`config.mk`:
```
export PLATFORM = sky130hd
export DESIGN_NAME = regfile_wb_arbiter_flat
export DESIGN_NICKNAME = d
export VERILOG_FILES = /design/src/rtl/regfile_wb_arbiter_pkg.sv /design/src/rtl/regfile_wb_arbiter_if.sv /design/src/rtl/regfile_scoreboard.sv /design/src/rtl/regfile_wb_arbiter.sv /design/src/flat_wrapper.sv
export SDC_FILE = /design/constraint.sdc
export NUM_CORES = 1
export LEC_CHECK = 0
export CAP_MARGIN = 20
export CORE_ASPECT_RATIO = 0.6
export CORE_MARGIN = 2
export CORE_UTILIZATION = 32
export CTS_CLUSTER_SIZE = 20
export DETAILED_ROUTE_END_ITERATION = 8
export DONT_BUFFER_PORTS = 1
export PLACE_DENSITY_LB_ADDON = 0.3
export SYNTH_ARGS = -nofsm -noshare
export SYNTH_HDL_FRONTEND = slang
export SYNTH_SLANG_ARGS = --single-unit
```
`constraint.sdc`:
```
create_clock -name clk -period 6.8 [get_ports clk]
set_input_delay 2.04 -clock clk [delete_from_list [all_inputs] [get_ports clk]]
set_output_delay 2.04 -clock clk [all_outputs]
set_load 0.005 [all_outputs]
```
`src/rtl/regfile_wb_arbiter_pkg.sv`:
```
// Shared constants and types for the register-file writeback arbiter.
// Imported by the interface, the scoreboard and the arbiter top.
package regfile_wb_arbiter_pkg;

  localparam int REG_COUNT  = 32;
  localparam int ADDR_WIDTH = $clog2(REG_COUNT);
  localparam int DATA_WIDTH = 32;

  typedef enum logic {
    WB_SRC_ALU = 1'b0,
    WB_SRC_LSU = 1'b1
  } wb_src_e;

  typedef struct packed {
    logic [ADDR_WIDTH-1:0] waddr;
    logic [DATA_WIDTH-1:0] wdata;
  } wb_req_t;

  // x0 is hardwired to zero, so writes to it and loads into it are ignored.
  function automatic logic is_zero_reg(input logic [ADDR_WIDTH-1:0] addr);
    return addr == '0;
  endfunction

endpackage

```
`src/rtl/regfile_wb_arbiter_if.sv`:
```
// Bus bundle for the writeback arbiter: two requester handshakes, load-issue/decode
// query signals and the register-file write port.
interface regfile_wb_arbiter_if
  import regfile_wb_arbiter_pkg::*;
();

  logic                  alu_valid_i;
  logic                  alu_ready_o;
  logic [ADDR_WIDTH-1:0] alu_waddr_i;
  logic [DATA_WIDTH-1:0] alu_wdata_i;

  logic                  lsu_valid_i;
  logic                  lsu_ready_o;
  logic [ADDR_WIDTH-1:0] lsu_waddr_i;
  logic [DATA_WIDTH-1:0] lsu_wdata_i;

  logic                  issue_load_i;
  logic [ADDR_WIDTH-1:0] issue_rd_i;
  logic [ADDR_WIDTH-1:0] query_a_i;
  logic [ADDR_WIDTH-1:0] query_b_i;
  logic                  hazard_o;

  logic [ADDR_WIDTH-1:0] waddr_o;
  logic [DATA_WIDTH-1:0] wdata_o;
  logic                  we_o;

  // The core side (requesters, issue, decode, register file) drives the inputs.
  modport master (
    output alu_valid_i, alu_waddr_i, alu_wdata_i,
    output lsu_valid_i, lsu_waddr_i, lsu_wdata_i,
    output issue_load_i, issue_rd_i, query_a_i, query_b_i,
    input  alu_ready_o, lsu_ready_o, hazard_o,
    input  waddr_o, wdata_o, we_o
  );

  modport slave (
    input  alu_valid_i, alu_waddr_i, alu_wdata_i,
    input  lsu_valid_i, lsu_waddr_i, lsu_wdata_i,
    input  issue_load_i, issue_rd_i, query_a_i, query_b_i,
    output alu_ready_o, lsu_ready_o, hazard_o,
    output waddr_o, wdata_o, we_o
  );

endinterface

```
`src/rtl/regfile_scoreboard.sv`:
```
// Pending-load scoreboard: one bit per architectural register, set on load issue,
// cleared on load writeback commit, queried by decode for RAW hazards.
module regfile_scoreboard
  import regfile_wb_arbiter_pkg::*;
(
  input  logic                  clk,
  input  logic                  rst_n,
  input  logic                  set_en,
  input  logic [ADDR_WIDTH-1:0] set_addr,
  input  logic                  clr_en,
  input  logic [ADDR_WIDTH-1:0] clr_addr,
  input  logic [ADDR_WIDTH-1:0] query_a,
  input  logic [ADDR_WIDTH-1:0] query_b,
  output logic                  hazard
);

  logic [REG_COUNT-1:0] pending_q;
  logic [REG_COUNT-1:0] pending_d;

  // Clear is applied first so a same-cycle set of the same register wins.
  always_comb begin
    pending_d = pending_q;
    if (clr_en) begin
      pending_d[clr_addr] = 1'b0;
    end
    if (set_en && !is_zero_reg(set_addr)) begin
      pending_d[set_addr] = 1'b1;
    end
    pending_d[0] = 1'b0;
  end

  // NOTE: the pending vector is a handful of flops, not a RAM, so it is reset
  // explicitly; a stale bit after reset would stall decode forever.
  always_ff @(posedge clk or negedge rst_n) begin
    if (!rst_n) begin
      pending_q <= '0;
    end else begin
      pending_q <= pending_d;
    end
  end

  assign hazard = (pending_q[query_a] && !is_zero_reg(query_a)) ||
                  (pending_q[query_b] && !is_zero_reg(query_b));

endmodule

```
`src/rtl/regfile_wb_arbiter.sv`:
```
// Arbitrates the single register-file write port between the ALU and the LSU
// load-return path, with a registered write stage and a pending-load scoreboard.
module regfile_wb_arbiter
  import regfile_wb_arbiter_pkg::*;
#(
  parameter int MAX_WAIT = 4
) (
  input  logic                 clk,
  input  logic                 rst_n,
  regfile_wb_arbiter_if.slave  bus
);

  localparam int               CNT_W   = $clog2(MAX_WAIT + 1);
  localparam logic [CNT_W-1:0] MAX_CNT = CNT_W'(MAX_WAIT);

  logic [CNT_W-1:0] wait_cnt_q;
  logic [CNT_W-1:0] wait_cnt_d;
  logic             starve;
  logic             alu_ready;
  logic             lsu_ready;
  logic             alu_xfer;
  logic             lsu_xfer;

  wb_req_t alu_req;
  wb_req_t lsu_req;
  wb_req_t sel_req;
  wb_req_t out_q;
  wb_src_e src_q;
  logic    we_q;

  assign alu_req = '{waddr: bus.alu_waddr_i, wdata: bus.alu_wdata_i};
  assign lsu_req = '{waddr: bus.lsu_waddr_i, wdata: bus.lsu_wdata_i};

  // LSU has fixed priority unless the ALU has been denied MAX_WAIT cycles in a row.
  // Readies are gated by rst_n so nothing is accepted while the stage is held in reset.
  assign starve    = (wait_cnt_q == MAX_CNT);
  assign lsu_ready = rst_n && !starve;
  assign alu_ready = rst_n && (starve || !bus.lsu_valid_i);

  assign bus.alu_ready_o = alu_ready;
  assign bus.lsu_ready_o = lsu_ready;

  assign alu_xfer = bus.alu_valid_i && alu_ready;
  assign lsu_xfer = bus.lsu_valid_i && lsu_ready;

  // The two grants are mutually exclusive, so the LSU check order is arbitrary.
  assign sel_req = lsu_xfer ? lsu_req : alu_req;

  always_comb begin
    wait_cnt_d = wait_cnt_q;
    if (!bus.alu_valid_i || alu_xfer) begin
      wait_cnt_d = '0;
    end else if (wait_cnt_q != MAX_CNT) begin
      wait_cnt_d = wait_cnt_q + 1'b1;
    end
  end

  // NOTE: every flop here is assigned with <= so all state updates from the same
  // edge see pre-edge values, regardless of statement order.
  always_ff @(posedge clk or negedge rst_n) begin
    if (!rst_n) begin
      wait_cnt_q <= '0;
    end else begin
      wait_cnt_q <= wait_cnt_d;
    end
  end

  // Output stage: writes to x0 are accepted upstream but never raise we_o.
  always_ff @(posedge clk or negedge rst_n) begin
    if (!rst_n) begin
      out_q <= '0;
      src_q <= WB_SRC_ALU;
      we_q  <= 1'b0;
    end else begin
      we_q <= (alu_xfer || lsu_xfer) && !is_zero_reg(sel_req.waddr);
      if (alu_xfer || lsu_xfer) begin
        out_q <= sel_req;
        src_q <= lsu_xfer ? WB_SRC_LSU : WB_SRC_ALU;
      end
    end
  end

  assign bus.we_o    = we_q;
  assign bus.waddr_o = out_q.waddr;
  assign bus.wdata_o = out_q.wdata;

  // A load's pending bit drops at the same edge the register file takes its data.
  regfile_scoreboard u_scoreboard (
    .clk      (clk),
    .rst_n    (rst_n),
    .set_en   (bus.issue_load_i),
    .set_addr (bus.issue_rd_i),
    .clr_en   (we_q && (src_q == WB_SRC_LSU)),
    .clr_addr (out_q.waddr),
    .query_a  (bus.query_a_i),
    .query_b  (bus.query_b_i),
    .hazard   (bus.hazard_o)
  );

endmodule

```
`src/flat_wrapper.sv`:
```
// flat-port wrapper written by rule: the top's interface ports become plain ports
module regfile_wb_arbiter_flat import regfile_wb_arbiter_pkg::*;
#(
  parameter int MAX_WAIT = 4
)
  (clk, rst_n, bus_alu_valid_i, bus_alu_waddr_i, bus_alu_wdata_i, bus_lsu_valid_i, bus_lsu_waddr_i, bus_lsu_wdata_i, bus_issue_load_i, bus_issue_rd_i, bus_query_a_i, bus_query_b_i, bus_alu_ready_o, bus_lsu_ready_o, bus_hazard_o, bus_waddr_o, bus_wdata_o, bus_we_o);
  regfile_wb_arbiter_if bus_i ();
  input  logic clk;
  input  logic rst_n;
  input wire logic [$bits(bus_i.alu_valid_i)-1:0] bus_alu_valid_i;
  input wire logic [$bits(bus_i.alu_waddr_i)-1:0] bus_alu_waddr_i;
  input wire logic [$bits(bus_i.alu_wdata_i)-1:0] bus_alu_wdata_i;
  input wire logic [$bits(bus_i.lsu_valid_i)-1:0] bus_lsu_valid_i;
  input wire logic [$bits(bus_i.lsu_waddr_i)-1:0] bus_lsu_waddr_i;
  input wire logic [$bits(bus_i.lsu_wdata_i)-1:0] bus_lsu_wdata_i;
  input wire logic [$bits(bus_i.issue_load_i)-1:0] bus_issue_load_i;
  input wire logic [$bits(bus_i.issue_rd_i)-1:0] bus_issue_rd_i;
  input wire logic [$bits(bus_i.query_a_i)-1:0] bus_query_a_i;
  input wire logic [$bits(bus_i.query_b_i)-1:0] bus_query_b_i;
  output wire logic [$bits(bus_i.alu_ready_o)-1:0] bus_alu_ready_o;
  output wire logic [$bits(bus_i.lsu_ready_o)-1:0] bus_lsu_ready_o;
  output wire logic [$bits(bus_i.hazard_o)-1:0] bus_hazard_o;
  output wire logic [$bits(bus_i.waddr_o)-1:0] bus_waddr_o;
  output wire logic [$bits(bus_i.wdata_o)-1:0] bus_wdata_o;
  output wire logic [$bits(bus_i.we_o)-1:0] bus_we_o;
  assign bus_i.alu_valid_i = bus_alu_valid_i;
  assign bus_i.alu_waddr_i = bus_alu_waddr_i;
  assign bus_i.alu_wdata_i = bus_alu_wdata_i;
  assign bus_i.lsu_valid_i = bus_lsu_valid_i;
  assign bus_i.lsu_waddr_i = bus_lsu_waddr_i;
  assign bus_i.lsu_wdata_i = bus_lsu_wdata_i;
  assign bus_i.issue_load_i = bus_issue_load_i;
  assign bus_i.issue_rd_i = bus_issue_rd_i;
  assign bus_i.query_a_i = bus_query_a_i;
  assign bus_i.query_b_i = bus_query_b_i;
  assign bus_alu_ready_o = bus_i.alu_ready_o;
  assign bus_lsu_ready_o = bus_i.lsu_ready_o;
  assign bus_hazard_o = bus_i.hazard_o;
  assign bus_waddr_o = bus_i.waddr_o;
  assign bus_wdata_o = bus_i.wdata_o;
  assign bus_we_o = bus_i.we_o;
  regfile_wb_arbiter #(.MAX_WAIT(MAX_WAIT)) u_core (.clk(clk), .rst_n(rst_n), .bus(bus_i));
endmodule
```
==> flow_results.org, run 1 <==
** Synth
- Sequential elements use 47.34% of the synthesized area.
- Share of synthesized registers carrying an async set or reset :: 100.0%
- In this run the biggest area consumer among cell types represents 47.34% of the synthesized area.
- Yosys instantiated no cell more often than sky130_fd_sc_hd__o21ai_0.
- Averaged over all synthesized cells, the footprint is 10.29 um^2.
- When the netlist entered floorplanning its net count stood at 471.
- Post-synthesis sequential element count :: 73
- Sorting the synthesized cells by how often they occur yields 96 x sky130_fd_sc_hd__o21ai_0, 73 x sky130_fd_sc_hd__dfrtp_1, 50 x sky130_fd_sc_hd__nand2_1.
- Post-synthesis cell type count :: 41
- In this run the cell area of the synthesized design comes to 3859 um^2.
- sky130_fd_sc_hd__dfrtp_1 takes more of the synthesized area than any other cell.
- Counting flops with a built-in enable in the synthesized netlist gives 0.
- The cell count after synthesis came out at 375.
- Dominant cells by area after synthesis :: sky130_fd_sc_hd__dfrtp_1 47%, sky130_fd_sc_hd__o21ai_0 12%, sky130_fd_sc_hd__mux2i_1 11%
- The most used flip-flop cell after synthesis is sky130_fd_sc_hd__dfrtp_1.
- The Yosys step of the flow raised 0 warnings.

** Worst hold path
- Hold path endpoint :: u_core.bus.wdata_o[7]$_DFFE_PN0P_
- The path class of the tightest hold or removal check is reg -> reg.
- Hold Crit Depth :: 2
- In this run the most critical hold path is launched from u_core.bus.wdata_o[7]$_DFFE_PN0P_.

** Power
- Clock network fraction of total power :: 37.9%
- Internal power comes to 946.9 uW.
- Leak Pwr :: 0.001753 uW
- Power density over the cells :: 308.9 nW/um^2
- Of the total power, combinational logic draws 14.5%.
- In this run switching power makes up 28.82% of total power.
- VDD sags by at most 150.9 uV.
- The analysis attributes to net switching a power of 383.3 uW.
- Sequential cells account for 47.6% of the total power.

** Setup path
- The worst setup path is of the in -> out kind.
- Reg2reg end :: u_core.bus.wdata_o[22]$_DFFE_PN0P_
- The worst setup path is captured at a primary output.
- STA classifies the critical path startpoint as a primary input.
- Data arrives at the worst endpoint at 3.08 ns.
- Of all nets on the critical path, the largest fanout is 9.
- The worst register-to-register path has a setup slack of 4.57 ns.
- Number of cell instances on the worst register-to-register path :: 8
- For the worst setup path, the data required time is 4.76 ns.
- The worst register-to-register path begins at u_core.wait_cnt_q[0]$_DFFE_PN0P_.

** Clock tree
- In this run the deepest clock path goes through 2 buffers.
- Buffers inserted to repair hold after CTS numbered 0.
- Post-CTS Repair Setup Buffers :: 0
- Post-CTS repair changed the size of 0 cells.
- Number of clock sinks :: 73
- Counting the buffers created by CTS gives 9.
- Worst-Skew Late Latency :: 0.33 ns
- TritonCTS built the clock tree.
- CTS clk-pin slew, worst paths :: 0.05 ns
- Root Buffer :: sky130_fd_sc_hd__clkbuf_16
- Number of levels the H-tree was split into :: 3

** Job
- The tool flagged a number of max-cap violations equal to 0.

** Cells and area
- The number of antenna diodes in the final layout is 0.
- Final Util :: 36.17%
- Layout Area Growth over Synthesis :: 11.61%
- Final Instance Count excl. Fillers :: 540
- Of the cells placed in the final design, the portion with a size suffix greater than 1 is 8.533%.
- Final nets :: 466

** Drt
- Drt drc :: 0
- For this run, the detailed router's first-pass iteration total came to 4.
- Total Wirelength :: 10,400 um
- Dividing the detail-routed wire length by the instance count gives 19.26 um.
- Total number of vias :: 3,025
- The detail route stage leaves a number of antenna-violating nets equal to 0.
- Routed vias/inst :: 5.602
- Violation count after the first detailed-route iteration :: 186

** Place
- Final weighted congestion of routability-driven global placement :: 0.8737
- The wire-length estimate of the detail-placed layout is 7538 um.
- Input and output buffers added on the ports amount to 0.
- Total instance count after detailed placement :: 523

** GRT
- The total overflow left after global routing is 0.
- Vias in the first global route :: 2,831
- Entering global routing, the biggest net connects 81 pins.
- Initial antenna violation count :: 0
- Wire length of the first global-routing pass :: 15,990 um
- For this run, the total global-route usage over all layers was measured as 16.15%.

** Floorplanning
- The initialized floorplan defines 31 standard-cell rows.
- The floorplan step set the die width to 145.8 um.
- Once the floorplan was initialized, standard cells occupied 32.41% of the core.
- Full die area :: 12,980 um^2
- Die height :: 89.06 um
- Placeable core area :: 11,910 um^2
- For this design the top-level I/O count stands at 135.

** STA
- The number of endpoints with negative hold slack in the final report is 0.
- Worst-case headroom to the max-slew limit :: 53.68%
- Setup repair after global routing left no endpoint under its margin.
- Skew final :: 0.01092 ns
- Total negative slack :: 0 ns
- Counting I/O delays and the setup requirement, the final critical path takes 5.121 ns.
- Timing would allow up to 0.1953 GHz.
- The worst path uses 75.32% of the clock period.
- At the pin with the least slew margin, the transition time is 0.6923 ns.
- Final-report max-slew violation count :: 0
- Setup violations remaining at the end of the flow were counted as 0.

** Outcome
- Result of the run :: finished clean
-- critical path, stage by stage --
cell                       delay, ns
sky130_fd_sc_hd__mux4_1         0.53
sky130_fd_sc_hd__mux2i_1        0.16
sky130_fd_sc_hd__nand3b_1       0.09
sky130_fd_sc_hd__nand4_1        0.11
sky130_fd_sc_hd__nand4_1        0.14
-- layout by cell type, fill, tap and decap left out, drive strengths merged, types with 4 or more instances in the layout --
cell	count
o21ai	99
dfrtp	73
nand2	52
mux2i	43
nor2	13
mux4	11
clkbuf	10
nand3b	9
nand3	8
inv	5
nor3	4
nor2b	4
a21oi	4
-- metrics by stage --
stage | hold WS [ns] | instance area, um^2 | setup WS, ns | power [uW]
2_1_floorplan | 0.4733 | 3859 | 1.645 | 746.1
4_1_cts | 0.5156 | 4279 | 1.666 | 1336
3_5_place_dp | 0.5035 | 3959 | 1.675 | 823.5
5_1_grt | 0.5462 | 4307 | 1.565 | 1403
6_report | 0.5106 | 4307 | 1.679 | 1330
3_3_place_gp | 0.4967 | 3959 | 1.671 | 817.3
-- layout make-up --
cell class                      count  area [um^2]
Multi-Input combinational cell    280         1903
Tap cell                          165        206.4
Clock buffer                       10        229.0
Inverter                            4        15.01
Timing Repair Buffer                2        35.03
Clock inverter                      6        91.34
Sequential cell                    73         1827
Fill cell                        1198         7601
-- per-layer routing --
metal  GRT usage (%)  vias to the layer above  part of all wire, %  routed length (um)
met1           21.57                     1448                   44                4570
li1                -                     1374                    -                   -
met3           8.418                       17                   13                1326
met2           22.73                      186                   42                4377
met4           4.813                        0                  1.2                 127
met5               0                        -                    0                   0
-- power by group through the flow --
stage / logic (uW) / registers [uW] / clock network [uW]
3_5_place_dp: 192 / 631 / 0
5_1_grt: 221 / 642 / 540
4_1_cts: 192 / 624 / 521
2_1_floorplan: 173 / 573 / 0
6_report: 193 / 633 / 504
3_3_place_gp: 184 / 634 / 0
-- cell families (layout without fill, tap and decap cells) --
logic type,count (synthesis),after routing,synth area share (%)
AO/OA/AOI/OAI,113,113,15.50
XOR/XNOR,1,1,0.2270
flip-flops,73,73,47.34
buffers and inverters,22,22,3.534
adder cells (fa/ha/maj),2,2,0.6484
AND/OR/NAND/NOR,108,108,14.01
multiplexers,56,56,18.74
-- registers in the layout, indices dropped and copies added, names as in the netlist --
register,flops
u_core.bus.wdata_o,32
u_core.u_scoreboard.pending_q,31
u_core.bus.waddr_o,5
u_core.wait_cnt_q,3
u_core.bus.we_o,1
u_core.src_q,1
-- worst max path at each step --
stage                startpoint           end  slack [ns]
6_report       bus_query_b_i[0]  bus_hazard_o        1.68
2_1_floorplan  bus_query_b_i[0]  bus_hazard_o        1.65
5_1_grt        bus_query_b_i[0]  bus_hazard_o        1.56
4_1_cts        bus_query_b_i[0]  bus_hazard_o        1.67
3_3_place_gp   bus_query_b_i[0]  bus_hazard_o        1.67
3_5_place_dp   bus_query_b_i[0]  bus_hazard_o        1.67
No activity file was read; power rests on OpenSTA's default activity.
==> run 2, diff against run 1 <==
--- a/config.mk
+++ b/config.mk
@@ -5,6 +5,7 @@
 export SDC_FILE = /design/constraint.sdc
 export NUM_CORES = 1
 export LEC_CHECK = 0
+export ABC_AREA = 1
 export CAP_MARGIN = 20
 export CORE_ASPECT_RATIO = 0.6
 export CORE_MARGIN = 2
==> constraint.sdc (replaced) <==
create_clock -name clk -period 4.6 [get_ports clk]
set_input_delay 1.38 -clock clk [delete_from_list [all_inputs] [get_ports clk]]
set_output_delay 1.38 -clock clk [all_outputs]
set_load 0.005 [all_outputs]
==> run 2 against run 1 <==
Effect of this change: sequential power grew 45%; global-route usage grew 1.5 points; worst hold slack lost 0.0025 ns; critical endpoint unchanged.
==> flow_results.org, run 2 <==
** Outcome
- The flow ran to the end, and the final reports show no timing, DRC or antenna violations.

** Power
- Power density over the cells :: 478.8 nW/um^2 (+55%)
- Leak Pwr :: 0.002216 uW (+26%)
- The power after layout came to 2173 uW (+63%).
- The worst ir drop on vdd was 167.1 uV (+11%).

** Drt
- The wire length per cell is 16.24 um (-16%).
- Total number of vias :: 3,744 (+24%)
- Antenna Violating Nets Remaining :: 0 (unchanged)
- The count of unresolved DRC violations after routing was 0 (unchanged).
- Routed vias/inst :: 5.273 (-5.9%)
- Detailed-routing iteration count for the pre-antenna-repair pass :: 5 (+1)
- Total Wirelength :: 11,530 um (+11%)
- Violation count after the first detailed-route iteration :: 335 (+80%)

** Synth
- Yosys warnings :: 0 (unchanged)
- After synthesis, the largest family of logic cells by area is simple AND/OR/NAND/NOR gates.
- Area share of the largest cell type after synthesis :: 44.98% (-2.4 points)
- Post-synth net total :: 644 (+37%)
- The proportion of synthesized flip-flops having asynchronous set or reset is 100.0% (unchanged).
- The biggest area contributor in the post-synthesis netlist is sky130_fd_sc_hd__dfrtp_1.
- The synthesized instance count came to 548 (+46%).
- XOR/XNOR share of the synthesized area :: 0.2157% (-0.011 points)
- sky130_fd_sc_hd__nand2_1 is the most common cell in the netlist.
- The flop and latch count out of synthesis is 73 (unchanged).
- The number of different library cells in the post-synthesis netlist came to 25 (-39%).
- Simple-gate portion of the synthesized area :: 26.65% (+13 points)
- Fraction of the mapped netlist area in adder cells :: 0.6161% (-0.032 points)
- Share of the synthesized area in compound gates (AO/OA/AOI/OAI) :: 19.32% (+3.8 points)
- Netlist area before placement :: 4061 um^2 (+5.3%)
- Mean Syn Cell Area :: 7.411 um^2 (-28%)
- For this run, the leading register cell type out of synthesis is sky130_fd_sc_hd__dfrtp_1.
- Sorting the synthesized cells by how often they occur yields 171 x sky130_fd_sc_hd__nand2_1, 73 x sky130_fd_sc_hd__dfrtp_1, 71 x sky130_fd_sc_hd__o21ai_0.
- Number of enable flip-flop cells after synthesis :: 0 (unchanged)
- Seq/Total Area, Yosys :: 44.98% (-2.4 points)
- Dominant cells by area after synthesis :: sky130_fd_sc_hd__dfrtp_1 45%, sky130_fd_sc_hd__nand2_1 16%, sky130_fd_sc_hd__o21ai_0 8.7%
- Mux contribution to synthesized area :: 0.4929% (-18 points)

** Place
- Post-Place Cell Area :: 4175 um^2 (+5.5%)
- The count of port buffers added during placement came to 0 (unchanged).
- Total instance count after detailed placement :: 694 (+33%)
- The post-place setup slack is 0.9006 ns (-0.7739 ns).
- Final weighted congestion of routability-driven global placement :: 0.9984 (+14%)
- HPWL after DPL :: 8659 um (+15%)

** Cells and area
- The antenna diode count was 0 (unchanged).
- The number of nets in the layout is 636 (+36%).
- Layout Area Growth over Synthesis :: 11.77%
- Count of filler cells inserted in the layout :: 1,263 (+5.4%)
- Reg area :: 1827 um^2 (unchanged)
- Most frequent cells in the layout :: 171 x sky130_fd_sc_hd__nand2_1, 73 x sky130_fd_sc_hd__dfrtp_1, 71 x sky130_fd_sc_hd__o21ai_0
- Leaving out fill and tap cells, the most frequent cell in the layout is sky130_fd_sc_hd__nand2_1.
- Share of final-layout standard cells stronger than drive strength 1 :: 5.505% (-3.0 points)
- Multi-input gate area in the final layout :: 1921 um^2 (+0.92%)
- Area of all placed cells without fillers :: 4539 um^2 (+5.4%)
- The number of flip-flops in the largest register was 32 (unchanged).
- Final Instance Count excl. Fillers :: 710 (+31%)

** Clock tree
- The clock sink count is 73 (unchanged).
- CTS clk-pin slew, worst paths :: 0.06 ns (about the same)
- Buffer levels on the longest clock path :: 2 (unchanged)
- Post-CTS Repair Setup Buffers :: 0 (unchanged)
- The post-cts gate resize count came to 0 (unchanged).
- The worst-skew pair later-pin latency was 0.33 ns (about the same).
- The number of buffers added by the clock tree synthesis step was 9 (unchanged).
- Number of levels the H-tree was split into :: 3 (unchanged)
- The number of buffers inserted for hold repair after clock tree synthesis was 0 (unchanged).
- TritonCTS built the clock tree.
- Root Buffer :: sky130_fd_sc_hd__clkbuf_16

** STA
- The number of max-slew violations in the final report is 0 (unchanged).
- The worst path uses 81.44% of the clock period.
- The clock skew after layout came to 0.009166 ns (-0.001758 ns).
- Worst path setup slack after routing :: 0.8537 ns (-0.8248 ns)
- Setup repair after global routing left no endpoint under its margin.
- The number of endpoints with negative hold slack in the final report is 0 (unchanged).
- Minimum clock period after layout :: 3.746 ns
- Static timing analysis puts the maximum clock frequency at 0.2669 GHz.
- The pin slew with the least headroom to its limit was 0.5909 ns (-0.1015 ns).
- The normalized max-slew margin came to 60.55% (+6.9 points).
- The count of final setup violators is 0 (unchanged).
- The sum of negative setup slack came to 0 ns (unchanged).

** Setup path
- Data arrival time of the critical path :: 2.37 ns (-0.71 ns)
- The worst setup path is of the in -> out kind.
- The worst-case register-to-register setup slack was 2.27 ns (-2.30 ns).
- STA classifies the critical path startpoint as a primary input.
- Data required time of the critical path :: 3.22 ns (-1.54 ns)
- Number of cell instances on the worst register-to-register path :: 10 (+2)
- For this design, the slowest cell found on the critical path is sky130_fd_sc_hd__nor2_1.
- The worst stage delay on the critical path came to 0.29 ns (-0.24 ns).
- Cells traversed along the worst timing path :: inv_1 > nor2_1 > o211ai_1 > nand3_1 > nand3_1 > nand2_1 > inv_1 > nand2_1
- Crit. End Element :: primary output
- The peak fanout along the critical path is 5 (-4).

** GRT
- The total congestion overflow after global routing is 0 (unchanged).
- Initial antenna violation count :: 0 (unchanged)
- The pin count of the biggest net entering global routing came to 76 (-6.2%).
- Vias in the first global route :: 3,577 (+26%)
- Global-route usage over all layers :: 17.64% (+1.5 points)
- Wire length of the first global-routing pass :: 18,960 um (+19%)

** Floorplanning
- The I/O pin count came to 135 (unchanged).
- The vertical die dimension is 91.27 um (+2.5%).
- The placeable core area was 12,220 um^2 (+2.6%).
- The effective utilization at floorplan was 33.24% (+0.84 points).
- Number of rows in the core area :: 31 (unchanged)
- The die area came to 13,640 um^2 (+5.1%).
- Die Span X :: 149.4 um (+2.5%)

** Job
- # Max-Cap Violations :: 0 (unchanged)

** Worst hold path
- Hold Crit Depth :: 2 (unchanged)
- The path class of the tightest hold or removal check is reg -> reg.
run 2: cell count changes in the layout (fill, tap and decap cells not counted), moves of 9 or more:
cell / before / now
sky130_fd_sc_hd__nand3b_1: 9 / 0
sky130_fd_sc_hd__o21ai_1: 2 / 27
sky130_fd_sc_hd__mux2i_1: 43 / 2
sky130_fd_sc_hd__nand2_1: 50 / 171
sky130_fd_sc_hd__nand3_1: 8 / 67
sky130_fd_sc_hd__o21ai_0: 96 / 71
sky130_fd_sc_hd__o21bai_1: 0 / 30
sky130_fd_sc_hd__inv_1: 4 / 51
run 2: kinds of logic (layout without fill, tap and decap cells):
group,after synthesis,count (layout)
flip-flops,73,73
buffers and inverters,77,74
AO/OA/AOI/OAI,138,138
multiplexers,2,2
AND/OR/NAND/NOR,255,255
XOR/XNOR,1,1
adder cells (fa/ha/maj),2,2
run 2: final cells by class:
cell class | count | area share [%]
Clock buffer | 12 | 5.871
Inverter | 57 | 4.713
Tap cell | 165 | 4.548
Multi-Input combinational cell | 398 | 42.31
Sequential cell | 73 | 40.24
Timing Repair Buffer | 1 | 0.1654
Clock inverter | 4 | 2.150
run 2: power breakdown:
group,leakage (uW),internal (uW),switching (uW)
combinational,0.00122,153,269
sequential,0.000820,800,117
clock,0.000175,574,261
total,0.00222,1530,646
run 2: worst paths after layout:
| check | start | to |
|---|---|---|
| max reg2reg | u_core.wait_cnt_q[0]$_DFFE_PN0P_ | u_core.bus.we_o$_DFF_PN0_ |
| min | u_core.u_scoreboard.pending_q[25]$_DFF_PN0_ | u_core.u_scoreboard.pending_q[25]$_DFF_PN0_ |
| max in group asynchronous | rst_n | u_core.wait_cnt_q[0]$_DFFE_PN0P_ |
| max | bus_query_a_i[2] | bus_hazard_o |
| min reg2reg | u_core.u_scoreboard.pending_q[25]$_DFF_PN0_ | u_core.u_scoreboard.pending_q[25]$_DFF_PN0_ |
| min in group asynchronous | rst_n | u_core.bus.wdata_o[1]$_DFFE_PN0P_ |
run 2: stage by stage:
stage / hold WS (ns) / utilization [%]
final: 0.5080 / 37.15
after global routing: 0.5324 / 37.15
after CTS: 0.5112 / 37.15
after detailed placement: 0.4981 / 34.17
after global placement: 0.4933 / 34.17
after floorplan: 0.4496 / -
run 2: routing by layer:
| metal | GRT usage [%] | vias up | wire length [um] | share of wire [%] |
|---|---|---|---|---|
| met3 | 4.975 | 20 | 941 | 8.2 |
| met4 | 5.238 | 0 | 170 | 1.5 |
| li1 | - | 1783 | - | - |
| met2 | 25.61 | 144 | 4947 | 43 |
| met5 | 0 | - | 0 | 0 |
| met1 | 25.40 | 1797 | 5469 | 47 |
run 2: critical path, delay by kind of cell:
kind                   cells  cell delay [ns]
AO/OA/AOI/OAI              1             0.20
AND/OR/NAND/NOR            5             0.68
buffers and inverters      2             0.11
